===== config.mk =====
export PLATFORM = sky130hd
export DESIGN_NAME = thread_pc_bank_4way_flat
export DESIGN_NICKNAME = d
export VERILOG_FILES = /design/src/rtl/cpu_thread_pkg.sv /design/src/rtl/thread_pc_bank_4way_if.sv /design/src/rtl/thread_pc_slot.sv /design/src/rtl/thread_pc_bank_4way.sv /design/src/flat_wrapper.sv
export SDC_FILE = /design/constraint.sdc
export NUM_CORES = 1
export LEC_CHECK = 0
export CAP_MARGIN = 20
export CORE_ASPECT_RATIO = 0.7
export CORE_UTILIZATION = 60
export DETAILED_ROUTE_END_ITERATION = 12
export GPL_TIMING_DRIVEN = 0
export PLACE_DENSITY_LB_ADDON = 0.3
export REMOVE_ABC_BUFFERS = 1
export SLEW_MARGIN = 10
export SYNTH_ARGS = -nofsm -noshare
export SYNTH_HDL_FRONTEND = slang
export SYNTH_SLANG_ARGS = --single-unit

===== constraint.sdc =====
create_clock -name clk -period 5.6 [get_ports clk]
set_input_delay 0.56 -clock clk [delete_from_list [all_inputs] [get_ports clk]]
set_output_delay 0.56 -clock clk [all_outputs]
set_load 0.05 [all_outputs]

===== src/rtl/cpu_thread_pkg.sv =====
// Thread-count constants and types shared by the arbiter, the pipeline tid shift registers
// and the per-thread PC bank.
package cpu_thread_pkg;
    localparam int NTHREADS     = 4;
    localparam int TID_W        = 2;
    localparam int PC_W_DEFAULT = 9;

    typedef logic [TID_W-1:0]        tid_t;
    typedef logic [PC_W_DEFAULT-1:0] pc_t;

    function automatic logic [NTHREADS-1:0] tid_dec(input tid_t t);
        logic [NTHREADS-1:0] oh;
        oh    = '0;
        oh[t] = 1'b1;
        return oh;
    endfunction
endpackage


===== src/rtl/thread_pc_bank_4way_if.sv =====
// Command/fetch bundle between the pipeline and the thread PC bank.
interface thread_pc_bank_4way_if
    import cpu_thread_pkg::*;
#(
    parameter int PC_W = PC_W_DEFAULT
);
    logic                en;
    tid_t                tid_in;
    logic                br_valid;
    tid_t                br_tid;
    logic [PC_W-1:0]     br_target;
    logic                start_valid;
    tid_t                start_tid;
    logic [PC_W-1:0]     start_pc;
    logic                halt_valid;
    tid_t                halt_tid;
    logic [PC_W-1:0]     fetch_pc;
    tid_t                fetch_tid;
    logic                fetch_valid;
    logic [NTHREADS-1:0] thread_active;

    modport master (
        output en, tid_in, br_valid, br_tid, br_target,
               start_valid, start_tid, start_pc, halt_valid, halt_tid,
        input  fetch_pc, fetch_tid, fetch_valid, thread_active
    );

    modport slave (
        input  en, tid_in, br_valid, br_tid, br_target,
               start_valid, start_tid, start_pc, halt_valid, halt_tid,
        output fetch_pc, fetch_tid, fetch_valid, thread_active
    );
endinterface


===== src/rtl/thread_pc_slot.sv =====
// One thread's PC and active flag; priority start > halt > fetch increment > branch.
module thread_pc_slot #(
    parameter int              PC_W         = 9,
    parameter logic [PC_W-1:0] RESET_VAL    = '0,
    parameter bit              RESET_ACTIVE = 1'b1
) (
    input  logic            clk,
    input  logic            rst,
    input  logic            en_i,
    input  logic            fetch_i,
    input  logic [PC_W-1:0] fetch_pc_i,
    input  logic            br_i,
    input  logic [PC_W-1:0] br_target_i,
    input  logic            start_i,
    input  logic [PC_W-1:0] start_pc_i,
    input  logic            halt_i,
    output logic [PC_W-1:0] pc_o,
    output logic            active_o
);
    logic [PC_W-1:0] pc_q, pc_d;
    logic            active_q, active_d;

    // fetch_pc_i already carries the bypassed target when a same-tid branch coincides
    always_comb begin
        pc_d     = pc_q;
        active_d = active_q;
        if (start_i) begin
            pc_d     = start_pc_i;
            active_d = 1'b1;
        end else if (halt_i) begin
            active_d = 1'b0;
        end else if (fetch_i) begin
            pc_d = fetch_pc_i + PC_W'(1);
        end else if (br_i) begin
            pc_d = br_target_i;
        end
    end

    always_ff @(posedge clk or negedge rst) begin
        if (!rst) begin
            pc_q     <= RESET_VAL;
            active_q <= RESET_ACTIVE;
        end else if (en_i) begin
            pc_q     <= pc_d;
            active_q <= active_d;
        end
    end

    assign pc_o     = pc_q;
    assign active_o = active_q;
endmodule


===== src/rtl/thread_pc_bank_4way.sv =====
// Per-thread PC bank for the 4-way barrel CPU: issues the arbiter-selected thread's PC to IMEM
// and applies branch redirects and start/halt commands from later stages.
module thread_pc_bank_4way
    import cpu_thread_pkg::*;
#(
    parameter int                  PC_W          = 9,
    parameter int                  RESET_PC      = 0,
    parameter int                  THREAD_STRIDE = 128,
    parameter logic [NTHREADS-1:0] ACTIVE_MASK   = 4'hF
) (
    input  logic                  clk,
    input  logic                  rst,
    thread_pc_bank_4way_if.slave  bus
);
    logic [PC_W-1:0]     slot_pc [NTHREADS];
    logic [NTHREADS-1:0] slot_active;
    logic [NTHREADS-1:0] fetch_dec, br_dec, start_dec, halt_dec;
    logic                br_hit, start_hit, issue;
    logic [PC_W-1:0]     fetch_p;

    logic [PC_W-1:0]     fetch_pc_q, fetch_pc_d;
    tid_t                fetch_tid_q, fetch_tid_d;
    logic                fetch_valid_q, fetch_valid_d;

    // A start aimed at the slot being fetched suppresses that slot's fetch
    always_comb begin
        br_hit    = bus.br_valid && (bus.br_tid == bus.tid_in);
        start_hit = bus.start_valid && (bus.start_tid == bus.tid_in);
        issue     = bus.en && slot_active[bus.tid_in] && !start_hit;
        fetch_p   = br_hit ? bus.br_target : slot_pc[bus.tid_in];
    end

    always_comb begin
        fetch_dec = issue           ? tid_dec(bus.tid_in)    : '0;
        br_dec    = bus.br_valid    ? tid_dec(bus.br_tid)    : '0;
        start_dec = bus.start_valid ? tid_dec(bus.start_tid) : '0;
        halt_dec  = bus.halt_valid  ? tid_dec(bus.halt_tid)  : '0;
    end

    for (genvar i = 0; i < NTHREADS; i++) begin : g_slot
        localparam logic [PC_W-1:0] SLOT_RESET_PC = PC_W'(RESET_PC + i * THREAD_STRIDE);

        thread_pc_slot #(
            .PC_W         (PC_W),
            .RESET_VAL    (SLOT_RESET_PC),
            .RESET_ACTIVE (ACTIVE_MASK[i])
        ) u_slot (
            .clk         (clk),
            .rst         (rst),
            .en_i        (bus.en),
            .fetch_i     (fetch_dec[i]),
            .fetch_pc_i  (fetch_p),
            .br_i        (br_dec[i]),
            .br_target_i (bus.br_target),
            .start_i     (start_dec[i]),
            .start_pc_i  (bus.start_pc),
            .halt_i      (halt_dec[i]),
            .pc_o        (slot_pc[i]),
            .active_o    (slot_active[i])
        );
    end

    // fetch_valid drops whenever no fetch issues, including while frozen by en
    always_comb begin
        fetch_pc_d    = fetch_pc_q;
        fetch_tid_d   = fetch_tid_q;
        fetch_valid_d = issue;
        if (bus.en) begin
            fetch_tid_d = bus.tid_in;
            if (issue) begin
                fetch_pc_d = fetch_p;
            end
        end
    end

    always_ff @(posedge clk or negedge rst) begin
        if (!rst) begin
            fetch_pc_q    <= '0;
            fetch_tid_q   <= '0;
            fetch_valid_q <= 1'b0;
        end else begin
            fetch_pc_q    <= fetch_pc_d;
            fetch_tid_q   <= fetch_tid_d;
            fetch_valid_q <= fetch_valid_d;
        end
    end

    assign bus.fetch_pc      = fetch_pc_q;
    assign bus.fetch_tid     = fetch_tid_q;
    assign bus.fetch_valid   = fetch_valid_q;
    assign bus.thread_active = slot_active;
endmodule


===== src/flat_wrapper.sv =====
// flat-port wrapper written by rule: the top's interface ports become plain ports
module thread_pc_bank_4way_flat import cpu_thread_pkg::*;
#(
    parameter int                  PC_W          = 9,
    parameter int                  RESET_PC      = 0,
    parameter int                  THREAD_STRIDE = 128,
    parameter logic [NTHREADS-1:0] ACTIVE_MASK   = 4'hF
)
  (clk, rst, bus_en, bus_tid_in, bus_br_valid, bus_br_tid, bus_br_target, bus_start_valid, bus_start_tid, bus_start_pc, bus_halt_valid, bus_halt_tid, bus_fetch_pc, bus_fetch_tid, bus_fetch_valid, bus_thread_active);
  thread_pc_bank_4way_if #(.PC_W(PC_W)) bus_i ();
  input  logic clk;
  input  logic rst;
  input wire logic [$bits(bus_i.en)-1:0] bus_en;
  input wire logic [$bits(bus_i.tid_in)-1:0] bus_tid_in;
  input wire logic [$bits(bus_i.br_valid)-1:0] bus_br_valid;
  input wire logic [$bits(bus_i.br_tid)-1:0] bus_br_tid;
  input wire logic [$bits(bus_i.br_target)-1:0] bus_br_target;
  input wire logic [$bits(bus_i.start_valid)-1:0] bus_start_valid;
  input wire logic [$bits(bus_i.start_tid)-1:0] bus_start_tid;
  input wire logic [$bits(bus_i.start_pc)-1:0] bus_start_pc;
  input wire logic [$bits(bus_i.halt_valid)-1:0] bus_halt_valid;
  input wire logic [$bits(bus_i.halt_tid)-1:0] bus_halt_tid;
  output wire logic [$bits(bus_i.fetch_pc)-1:0] bus_fetch_pc;
  output wire logic [$bits(bus_i.fetch_tid)-1:0] bus_fetch_tid;
  output wire logic [$bits(bus_i.fetch_valid)-1:0] bus_fetch_valid;
  output wire logic [$bits(bus_i.thread_active)-1:0] bus_thread_active;
  assign bus_i.en = bus_en;
  assign bus_i.tid_in = bus_tid_in;
  assign bus_i.br_valid = bus_br_valid;
  assign bus_i.br_tid = bus_br_tid;
  assign bus_i.br_target = bus_br_target;
  assign bus_i.start_valid = bus_start_valid;
  assign bus_i.start_tid = bus_start_tid;
  assign bus_i.start_pc = bus_start_pc;
  assign bus_i.halt_valid = bus_halt_valid;
  assign bus_i.halt_tid = bus_halt_tid;
  assign bus_fetch_pc = bus_i.fetch_pc;
  assign bus_fetch_tid = bus_i.fetch_tid;
  assign bus_fetch_valid = bus_i.fetch_valid;
  assign bus_thread_active = bus_i.thread_active;
  thread_pc_bank_4way #(.PC_W(PC_W), .RESET_PC(RESET_PC), .THREAD_STRIDE(THREAD_STRIDE), .ACTIVE_MASK(ACTIVE_MASK)) u_core (.clk(clk), .rst(rst), .bus(bus_i));
endmodule

==> key figures <==
Detailed routing
  – Routed vias: 3582
  – DRC marker count from the first detailed-route iteration: 460
  – WL/cell: 21.45 um
  – Drc violations: 0
  – DR vias/cell: 7.024
  – DR pass1 iterations: 6
  – Aggregate routed wire length: 10940 um
  – Post-route ant nets: 0

Timing
  – Final Max Tran Viols: 0
  – Worst Setup Slack, final: 1267 ps
  – Slew Limit Headroom: 28.60%
  – Final worst path period share: 77.38%
  – Number of hold violations in the final report: 0
  – Peak clock frequency supported by timing: 230.8 MHz
  – Number of failing setup endpoints in the final timing report: 0
  – Worst Tran Pin Value: 1068 ps
  – Min Clock Period, post-route: 4333 ps
  – Unrepaired setup endpoints after global routing: no
  – Final TNS setup: 0 ps
  – Setup clock skew after layout: 3.405 ps
  – Worst hold slack: 230.8 ps

Placement
  – HPWL after detailed placement: 7450 um
  – Post-placement worst setup slack: 1174 ps
  – Number of buffers inserted by port buffering: 47
  – Routability cong.: 0.9763

Status
  – Status: finished, final reports clean

Global routing
  – Global-route total usage across every layer: 35.86%
  – Initial antenna violation count: 0
  – Maximum number of pins on one net before global-route repair: 29
  – Global-route wire length before repair: 16820 um
  – Via count of the first global-routing pass: 3298
  – Aggregate global routing overflow: 0

Worst setup path
  – Max FO, Critical Path: 19
  – Sort of element at the start of the critical path: input port
  – Required time worst endpoint: 5780 ps
  – Arrival time of data at the critical path endpoint: 4510 ps
  – Worst Setup End Kind: flip-flop
  – Crit path kind: in2reg

Clock network
  – Clock-pin slew of the registers on the worst-case setup and hold paths: 100 ps
  – Number of buffers created by CTS: 5
  – Max Buffers Root-to-Sink: 2
  – CTS Hold Buffers Added: 0
  – Clock latency on the worst-skew pair: 310 ps
  – H-tree levels: 2
  – Post-CTS repair timing setup buffer count: 0
  – Number of instances resized during post-cts repair: 0
  – Sinks on the clock net: 52
  – TritonCTS clock tree: built
  – Buffer cell driving the clock tree root: sky130_fd_sc_hd__clkbuf_8

Yosys
  – Average cell area after synthesis: 9.046 um^2
  – Distinct cells, synth: 62
  – Flip-flop cell with the highest count after synthesis: sky130_fd_sc_hd__dfrtp_1
  – Share of the yosys chip area belonging to registers: 35.88%
  – Number of flops mapped to enable cells by yosys: 0
  – Biggest area consumer among synthesized cells: sky130_fd_sc_hd__dfrtp_1
  – Count of synthesis-stage warnings from yosys: 0
  – Largest cells by area after synthesis: sky130_fd_sc_hd__dfrtp_1, sky130_fd_sc_hd__nand2_1, sky130_fd_sc_hd__dfstp_2
  – Area fraction of the dominant cell type after synthesis: 30.13%
  – Cell count after synthesis: 404
  – Number of synthesized register bits: 52
  – Share of synthesized registers carrying an async set or reset: 100.0%
  – Post-synthesis cell area: 0.003655 mm^2

Layout
  – Number of nets at the end of the flow: 467
  – Leading cell type in the layout, fill and taps excluded: sky130_fd_sc_hd__nand2_1
  – Most frequent cells in the layout: sky130_fd_sc_hd__nand2_1, sky130_fd_sc_hd__clkdlybuf4s50_1, sky130_fd_sc_hd__dfrtp_1
  – Filler Cell Count: 432
  – Area added between synthesis and finish: 15.85%
  – Antenna cell count: 0
  – Layout cells sized above 1: 11.72%
  – Final core area utilization: 73.20%
  – Register cell area after layout: 0.001311 mm^2
  – Footprint of the multi-input gates: 0.002166 mm^2

Pwr
  – Leakage Power: 0.001746 uW
  – Cell Pwr Density: 336.8 mW/mm^2
  – Largest vdd supply drop: 158.7 uV

Die
  – Core area: 0.005784 mm^2
  – I/O pin cnt: 48
  – Die outline height: 67.30 um
  – Die X: 95.29 um
  – Die ar.: 0.006413 mm^2
  – Effective utilization at floorplan: 63.18%
  – Number of core rows: 23

Min path
  – Worst hold-check path type: in2async

Run
  – Max cap viols: 0
## Yosys cell counts (all sizes together) (5+ instances only)
master	count
a31oi	5
o22ai	7
xnor2	8
mux4	10
inv	11
a21oi	20
nand3	19
dfrtp	44
clkbuf	18
and3	7
nand2	60
mux2	15
nor2	23
o211ai	8
nor3	5
nand4	6
dfstp	8
buf	10
mux2i	15
nand2b	5
o21ai	41
## critical path, cell delays in order
cell and delay [ps]:
sky130_fd_sc_hd__clkdlybuf4s50_1 980, sky130_fd_sc_hd__xor2_1 770, sky130_fd_sc_hd__or3_1 560, sky130_fd_sc_hd__mux2_2 350, sky130_fd_sc_hd__ha_1 170, sky130_fd_sc_hd__inv_1 80, sky130_fd_sc_hd__a221oi_2 310, sky130_fd_sc_hd__nand2_1 210
sky130_fd_sc_hd__xnor2_1 350, sky130_fd_sc_hd__a221oi_1 150
## worst paths after layout
| kind | start | endpoint | slack, ps | cells past startpoint |
|---|---|---|---|---|
| worst max-delay path | bus_tid_in[1] | u_core.g_slot[1].u_slot.pc_o[8] | 1270 | 10 |
| worst min-delay path | rst | u_core.bus.fetch_pc[0] | 230 | 1 |
| worst max register to register | u_core.g_slot[3].u_slot.active_o | u_core.g_slot[3].u_slot.pc_o[4] | 2900 | 5 |
| worst min register to register | u_core.g_slot[1].u_slot.pc_o[1] | u_core.g_slot[1].u_slot.pc_o[1] | 480 | 2 |
| max in group asynchronous | rst | u_core.g_slot[3].u_slot.active_o | 4740 | 2 |
| min in group clk | u_core.g_slot[1].u_slot.pc_o[1] | u_core.g_slot[1].u_slot.pc_o[1] | 480 | 2 |
## logic make-up (layout without fill, tap and decap cells)
kind of cell | count (synthesis) | count (layout) | synth area share, %
buffers and inverters | 39 | 70 | 5.032
multiplexers | 40 | 40 | 15.51
flip-flops | 52 | 52 | 35.88
AND/OR/NAND/NOR | 147 | 147 | 19.48
XOR/XNOR | 11 | 11 | 3.150
AO/OA/AOI/OAI | 114 | 114 | 20.61
adder cells (fa/ha/maj) | 1 | 1 | 0.3423
## registers in the layout, summed over array words and instances (netlist names)
signal                         cells
u_core.bus.fetch_valid             1
u_core.g_slot.u_slot.pc_o         36
u_core.bus.fetch_tid               2
u_core.bus.fetch_pc                9
u_core.g_slot.u_slot.active_o      4
## routing by layer
layer / up-vias / wire length [um] / GRT usage (%)
met5: - / 0 / 0
met4: 0 / 367 / 14.96
met3: 55 / 1514 / 10.59
met2: 286 / 4676 / 54.46
met1: 1684 / 4379 / 48.15
li1: 1557 / - / -
## per-stage QoR
| step | cells | power, uW | instance area [um^2] |
|---|---|---|---|
| CTS | 507 | 1411 | 4192 |
| floorplan | 376 | 964.2 | 3512 |
| global route | 510 | 1493 | 4234 |
| detailed placement | 499 | 1182 | 4098 |
| finish | 510 | 1426 | 4234 |
| global placement | 498 | 1158 | 4076 |
## final cells by class
type / instances / area share [%]
inverter: 11 / 0.9752
clock buffer: 7 / 2.039
timing repair buffer: 51 / 12.47
sequential: 52 / 30.97
clock inverter: 1 / 0.1773
multi-input combinational: 313 / 51.15
tap: 75 / 2.216
## where the power goes
group | total (uW) | internal (uW) | switching, uW
Sequential | 558 | 495 | 63.6
Clock | 235 | 101 | 134
Combinational | 633 | 251 | 382
Total | 1430 | 846 | 579
Note: power is estimated with default switching activity, not from simulation.
